`config.mk`:
```
export PLATFORM = sky130hd
export DESIGN_NAME = fetch_prefetch_unit
export DESIGN_NICKNAME = d
export VERILOG_FILES = /design/src/rtl/fetch_pkg.sv /design/src/rtl/fetch_fifo.sv /design/src/rtl/fetch_prefetch_unit.sv
export SDC_FILE = /design/constraint.sdc
export NUM_CORES = 1
export LEC_CHECK = 0
export CAP_MARGIN = 20
export CORE_MARGIN = 2
export CORE_UTILIZATION = 55
export DETAILED_ROUTE_END_ITERATION = 10
export PLACE_DENSITY_LB_ADDON = 0.25
export RECOVER_POWER = 25
export SYNTH_ARGS = -nofsm -noshare
export SYNTH_HDL_FRONTEND = slang
export SYNTH_SLANG_ARGS = --single-unit
```
`constraint.sdc`:
```
create_clock -name clk -period 4.49 [get_ports clk]
set_input_delay 0.449 -clock clk [delete_from_list [all_inputs] [get_ports clk]]
set_output_delay 0.449 -clock clk [all_outputs]
set_load 0.02 [all_outputs]
```
`src/rtl/fetch_pkg.sv`:
```
// Shared types and constants for the instruction-fetch front end.
package fetch_pkg;

  localparam logic [31:0] NOP_INSTR = 32'h0000_0013;

  typedef enum logic {RUN, DRAIN} fetch_state_t;

  typedef struct packed {
    logic [31:0] ir;
    logic [31:0] npc;
  } fetch_entry_t;

endpackage

```
`src/rtl/fetch_fifo.sv`:
```
// Circular buffer with synchronous reset, clear, push, pop, occupancy and head.
// The caller guarantees no push when full and no pop when empty.
module fetch_fifo
  import fetch_pkg::*;
#(
  parameter int  DEPTH = 4,
  parameter type T     = logic [31:0],
  parameter int  CW    = $clog2(DEPTH + 1)
) (
  input  logic          clk,
  input  logic          reset,
  input  logic          clear_i,
  input  logic          push_i,
  input  logic          pop_i,
  input  T              wdata_i,
  output T              head_o,
  output logic [CW-1:0] count_o
);
  localparam int AW = $clog2(DEPTH);

  T              mem_q [DEPTH];
  logic [AW-1:0] rd_q, wr_q;
  logic [CW-1:0] cnt_q;

  always_ff @(posedge clk) begin
    if (reset) begin
      rd_q  <= '0;
      wr_q  <= '0;
      cnt_q <= '0;
    end else if (clear_i) begin
      rd_q  <= '0;
      wr_q  <= '0;
      cnt_q <= '0;
    end else begin
      if (push_i) wr_q <= wr_q + 1'b1;
      if (pop_i)  rd_q <= rd_q + 1'b1;
      cnt_q <= cnt_q + CW'(push_i) - CW'(pop_i);
    end
  end

  // Storage is not reset; entries are only visible through count_o.
  always_ff @(posedge clk) begin
    if (push_i) mem_q[wr_q] <= wdata_i;
  end

  assign head_o  = mem_q[rd_q];
  assign count_o = cnt_q;

endmodule

```
`src/rtl/fetch_prefetch_unit.sv`:
```
// Fetch front end: owns the PC, issues in-order imem requests, buffers responses,
// and drops wrong-path responses after a redirect. FETCH_PERF_EN adds perf counters.
module fetch_prefetch_unit
  import fetch_pkg::*;
#(
  parameter int          DEPTH    = 4,
  parameter logic [31:0] RESET_PC = 32'h0000_0000
) (
  input  logic        clk,
  input  logic        reset,
  output logic        imem_req_valid,
  input  logic        imem_req_ready,
  output logic [31:0] imem_req_addr,
  input  logic        imem_rsp_valid,
  input  logic [31:0] imem_rsp_data,
  input  logic        redirect_valid,
  input  logic [31:0] redirect_pc,
  input  logic        stall,
  output logic        if_valid,
  output logic [31:0] if_ir,
  output logic [31:0] if_npc
`ifdef FETCH_PERF_EN
  ,
  output logic [31:0] perf_stall_cycles,
  output logic [31:0] perf_flushes
`endif
);
  localparam int CW = $clog2(DEPTH + 1);

  fetch_state_t  state_q, state_d;
  logic [31:0]   pc_q, pc_d;
  logic [CW-1:0] out_q, out_d, disc_q, disc_d;
  logic [CW-1:0] q_count, a_count;
  fetch_entry_t  q_head, q_wdata;
  logic [31:0]   a_head;
  logic          accept, q_push, q_pop;

  // Credit rule: in-flight plus buffered never exceeds DEPTH, so a response always fits.
  assign imem_req_valid = !reset && (state_q == RUN) && !redirect_valid &&
                          (({1'b0, out_q} + {1'b0, q_count}) < (CW + 1)'(DEPTH));
  assign imem_req_addr  = pc_q;
  assign accept         = imem_req_valid && imem_req_ready;

  assign if_valid = (q_count != '0);
  assign if_ir    = if_valid ? q_head.ir  : NOP_INSTR;
  assign if_npc   = if_valid ? q_head.npc : 32'h0;

  assign q_push  = imem_rsp_valid && !redirect_valid && (disc_q == '0);
  assign q_pop   = if_valid && !stall && !redirect_valid;
  assign q_wdata = '{ir: imem_rsp_data, npc: a_head + 32'd4};

  always_comb begin
    out_d   = out_q + CW'(accept) - CW'(imem_rsp_valid);
    pc_d    = accept ? pc_q + 32'd4 : pc_q;
    disc_d  = disc_q;
    state_d = state_q;
    if (redirect_valid) begin
      // Everything still in flight after this cycle's response is wrong-path.
      pc_d    = redirect_pc;
      disc_d  = out_d;
      state_d = (out_d != '0) ? DRAIN : RUN;
    end else begin
      if (imem_rsp_valid && (disc_q != '0)) disc_d = disc_q - 1'b1;
      if ((state_q == DRAIN) && (disc_d == '0)) state_d = RUN;
    end
  end

  always_ff @(posedge clk) begin
    if (reset) begin
      state_q <= RUN;
      pc_q    <= RESET_PC;
      out_q   <= '0;
      disc_q  <= '0;
    end else begin
      state_q <= state_d;
      pc_q    <= pc_d;
      out_q   <= out_d;
      disc_q  <= disc_d;
    end
  end

  fetch_fifo #(.DEPTH(DEPTH), .T(fetch_entry_t)) u_queue (
    .clk     (clk),
    .reset   (reset),
    .clear_i (redirect_valid),
    .push_i  (q_push),
    .pop_i   (q_pop),
    .wdata_i (q_wdata),
    .head_o  (q_head),
    .count_o (q_count)
  );

  // Request addresses, popped by every response (dropped ones included) to recover npc.
  fetch_fifo #(.DEPTH(DEPTH), .T(logic [31:0])) u_inflight (
    .clk     (clk),
    .reset   (reset),
    .clear_i (1'b0),
    .push_i  (accept),
    .pop_i   (imem_rsp_valid),
    .wdata_i (imem_req_addr),
    .head_o  (a_head),
    .count_o (a_count)
  );

  always_ff @(posedge clk) begin
    if (!reset) begin
      assert (!(imem_rsp_valid && (out_q == '0)));
      assert (a_count == out_q);
    end
  end

`ifdef FETCH_PERF_EN
  logic [31:0] perf_stall_q, perf_flush_q;

  always_ff @(posedge clk) begin
    if (reset) begin
      perf_stall_q <= '0;
      perf_flush_q <= '0;
    end else begin
      if (if_valid && stall && (perf_stall_q != '1)) perf_stall_q <= perf_stall_q + 32'd1;
      if (redirect_valid && (perf_flush_q != '1))    perf_flush_q <= perf_flush_q + 32'd1;
    end
  end

  assign perf_stall_cycles = perf_stall_q;
  assign perf_flushes      = perf_flush_q;
`endif

endmodule

```
==> results by group <==
Status
  • Status: completed

Detailed routing
  • Routed length per instance: 20.55 um
  • Via density: roughly 5.8
  • DRT antenna net count: 0
  • Vias: roughly 9400
  • DRC violations left: 0
  • Iteration-0 DRC Markers: 676
  • Drt first pass iters: 7
  • Routed WL: approximately 33000 um

Worst setup path
  • Worst setup path category: reg -> reg
  • FF-to-FF path depth: 14
  • Crit path DAT: a little under 4 ns
  • Critical Path Fanout Max: 26
  • R2R setup slack: roughly 1.0 ns
  • Reg-to-reg critical path startpoint: u_queue.count_o[2]$_SDFF_PP0_
  • Critical Path Source Type: flip-flop
  • Crit. End Element: flip-flop
  • R2R Path End: state_q$_SDFFE_PP0P_
  • Required @ worst endpoint: approximately 4.9 ns

Clocking
  • CTS resizes: 0
  • Root buf cell: clkbuf_16
  • H-tree levels: 2
  • Postcts setup bufs: 0
  • CTS Hold Bufs: 0
  • TritonCTS clock tree: done
  • Clk sinks: 438
  • Inserted Clock Buffers: between 40 and 50
  • Clock latency on the worst-skew pair: roughly 0.53 ns
  • Clk buf depth: 3
  • Clk pin slew, worst setup/hold paths: 0.06 ns

Timing
  • RSZ-0062 raised after global routing: false
  • Total negative slack: 0 ns
  • Setup violators final: 0
  • Max_slew headroom: 40.53%
  • FMAX: roughly 0.29 GHz
  • Final Critical Period: ~3.4 ns
  • Final Hold Vio Count: 0
  • Worst Skew: between 0.015 and 0.02 ns
  • Final Slew Violations: 0
  • Worst-Margin Slew: 0.8920 ns
  • Fin crit share: 76.84%

Floorplan
  • Die Width: approximately 180 um
  • Row cnt: 65
  • Top Ports: around 170
  • Starting Density: 56.08%
  • Die Height: 183.6 um
  • DIE AREA: 33710 um2
  • Total core area: 31640 um2

Global routing
  • Largest net degree at the start of global routing: 65
  • Initial antenna violation count: 0
  • GR Overflow Total: 0
  • Vias in the first global route: approximately 9500
  • Total GRT Usage: 20.26%
  • First-pass GRT wire length: between 50000 and 60000 um

Logic synthesis
  • Mapped Cells: a little over 1000
  • Mapped Nets: ~1100
  • Top_reg_cell synth: edfxtp_1
  • Register area share after synthesis: 71.09%
  • Synth unique cells: 52
  • Post-Syn Area per Cell: roughly 18 um2
  • Synthesis warning total: 0
  • Cell Area, Synth: approximately 18000 um2
  • Flops & latches, synth: 438
  • Async set-reset flop share out of synthesis: 0%
  • Post-synth EDFFs: between 300 and 400

Hold path
  • Hold path start: redirect_valid
  • Hold Path Sink: u_queue.count_o[0]$_SDFF_PP0_
  • Hold path depth: 3
  • Hold WC Path Type: in -> reg

Cells and area
  • Most frequent cells in the layout: 384 x edfxtp_1, 134 x clkdlybuf4s50_1, 89 x mux4_2
  • Nets: between 1000 and 1500
  • Layout cells sized above 1: around 16%
  • Design Area, Final: 21330 um2
  • Ant. Diodes: 0
  • Area Overhead vs Synth: 20.21%
  • Fill cells: 2108
  • Most common cell after layout, fill and taps aside: edfxtp_1

Placed design
  • RD Place Congestion: 0.8134
  • Post-DP Area: between 15000 and 20000 um2
  • IO Port Bufs: approximately 170
  • Hpwl dp: slightly above 20000 um

Pwr
  • P_leak: around 7 nW
  • Pwr Density: around 420 nW/um2
  • Worst IR Drop VDD: around 300 uV
  • Tot Pwr: approximately 9.0 mW

Flow run
  • MaxCap Viol Count: 0
==> registers in the layout (all words and copies together) (netlist names), 3 cells and up, named ones only <==
signal	flops
u_queue.count_o	3
out_q	3
disc_q	3
u_queue.mem_q	256
u_inflight.mem_q	128
imem_req_addr	32
==> cell usage after synthesis (10+ instances only) <==
cell type / number / area [um2]
xor2_1: 21 / 183.9
and2_1: 75 / 469.2
nor2_1: 56 / 210.2
and3_1: 12 / 75.07
xnor2_1: 31 / 271.5
edfxtp_1: 384 / 11530
a21oi_1: 24 / 120.1
o21ai_0: 15 / 75.07
nand3_1: 19 / 95.09
dfxtp_1: 54 / 1081
ha_1: 18 / 225.2
mux2i_1: 16 / 160.2
buf_1: 10 / 37.54
nand4_1: 16 / 100.1
inv_1: 21 / 78.83
clkbuf_1: 30 / 112.6
nand2_1: 32 / 120.1
mux4_2: 89 / 2004
==> per-stage QoR <==
step / worst slack [ns] / hold slack, ns / utilization (%) / std cells
floorplan: 1.320 / 0.4692 / - / 1007
global placement: 1.029 / 0.4828 / 62.91 / 1547
detailed placement: 0.9562 / 0.4920 / 62.91 / 1547
CTS: 1.026 / 0.2272 / 67.42 / 1626
global route: 0.7350 / 0.2730 / 67.42 / 1626
finish: 1.040 / 0.2396 / 67.42 / 1626
==> worst max-delay path by stage <==
stage | from | end | cells past startpoint
floorplan | out_q[2]$_SDFF_PP0_ | state_q$_SDFFE_PP0P_ | 15
global placement | reset | state_q$_SDFFE_PP0P_ | 14
detailed placement | reset | state_q$_SDFFE_PP0P_ | 14
CTS | out_q[2]$_SDFF_PP0_ | state_q$_SDFFE_PP0P_ | 14
global route | u_queue.count_o[2]$_SDFF_PP0_ | state_q$_SDFFE_PP0P_ | 14
finish | u_queue.count_o[2]$_SDFF_PP0_ | state_q$_SDFFE_PP0P_ | 14
==> critical path, stage by stage, from the launching register on <==
cell and delay [ns]:
dfxtp_1 0.37, ha_1 0.24, nor4_1 0.30, and4_1 0.25, buf_4 0.28, inv_2 0.24
ha_1 0.33, inv_1 0.05, ha_1 0.12, inv_1 0.04, fa_1 0.38, xor2_1 0.16
xnor2_1 0.21, a21boi_0 0.13, o21ba_2 0.22
==> layer usage <==
layer	share of wire [%]	vias up	global-route usage (%)
li1	-	4306	-
met1	44	4667	28.88
met2	48	345	32.94
met3	6.1	51	3.348
met4	1.8	0	5.504
met5	0	-	0
==> cells by family after synthesis <==
kind of cell | Yosys count | synth area share (%)
DFF | 438 | 71.09
and+or+nand+nor | 254 | 7.750
muxes | 113 | 13.30
buffers and inverters | 70 | 1.805
AOI/OAI and AO/OA | 60 | 1.996
xor gates and xnor gates | 52 | 2.567
adders and majority gates | 20 | 1.495
==> report_power, final <==
| group | switching (mW) | internal (mW) |
|---|---|---|
| registers | 0.0877 | 4.60 |
| logic | 0.430 | 0.370 |
| clock network | 1.43 | 2.11 |
| total | 1.95 | 7.08 |
==> cell type report <==
type	count	area [um2]	share of cell area [%]
flip-flops and latches	438	12620	59.16
multi-input cells	499	4815	22.57
repair buffers	186	1884	8.835
clock buffers	55	1194	5.597
well taps	402	503.0	2.358
clock inverters	24	231.5	1.085
inverters	22	82.58	0.3872
(Power assumes the default switching activity.)
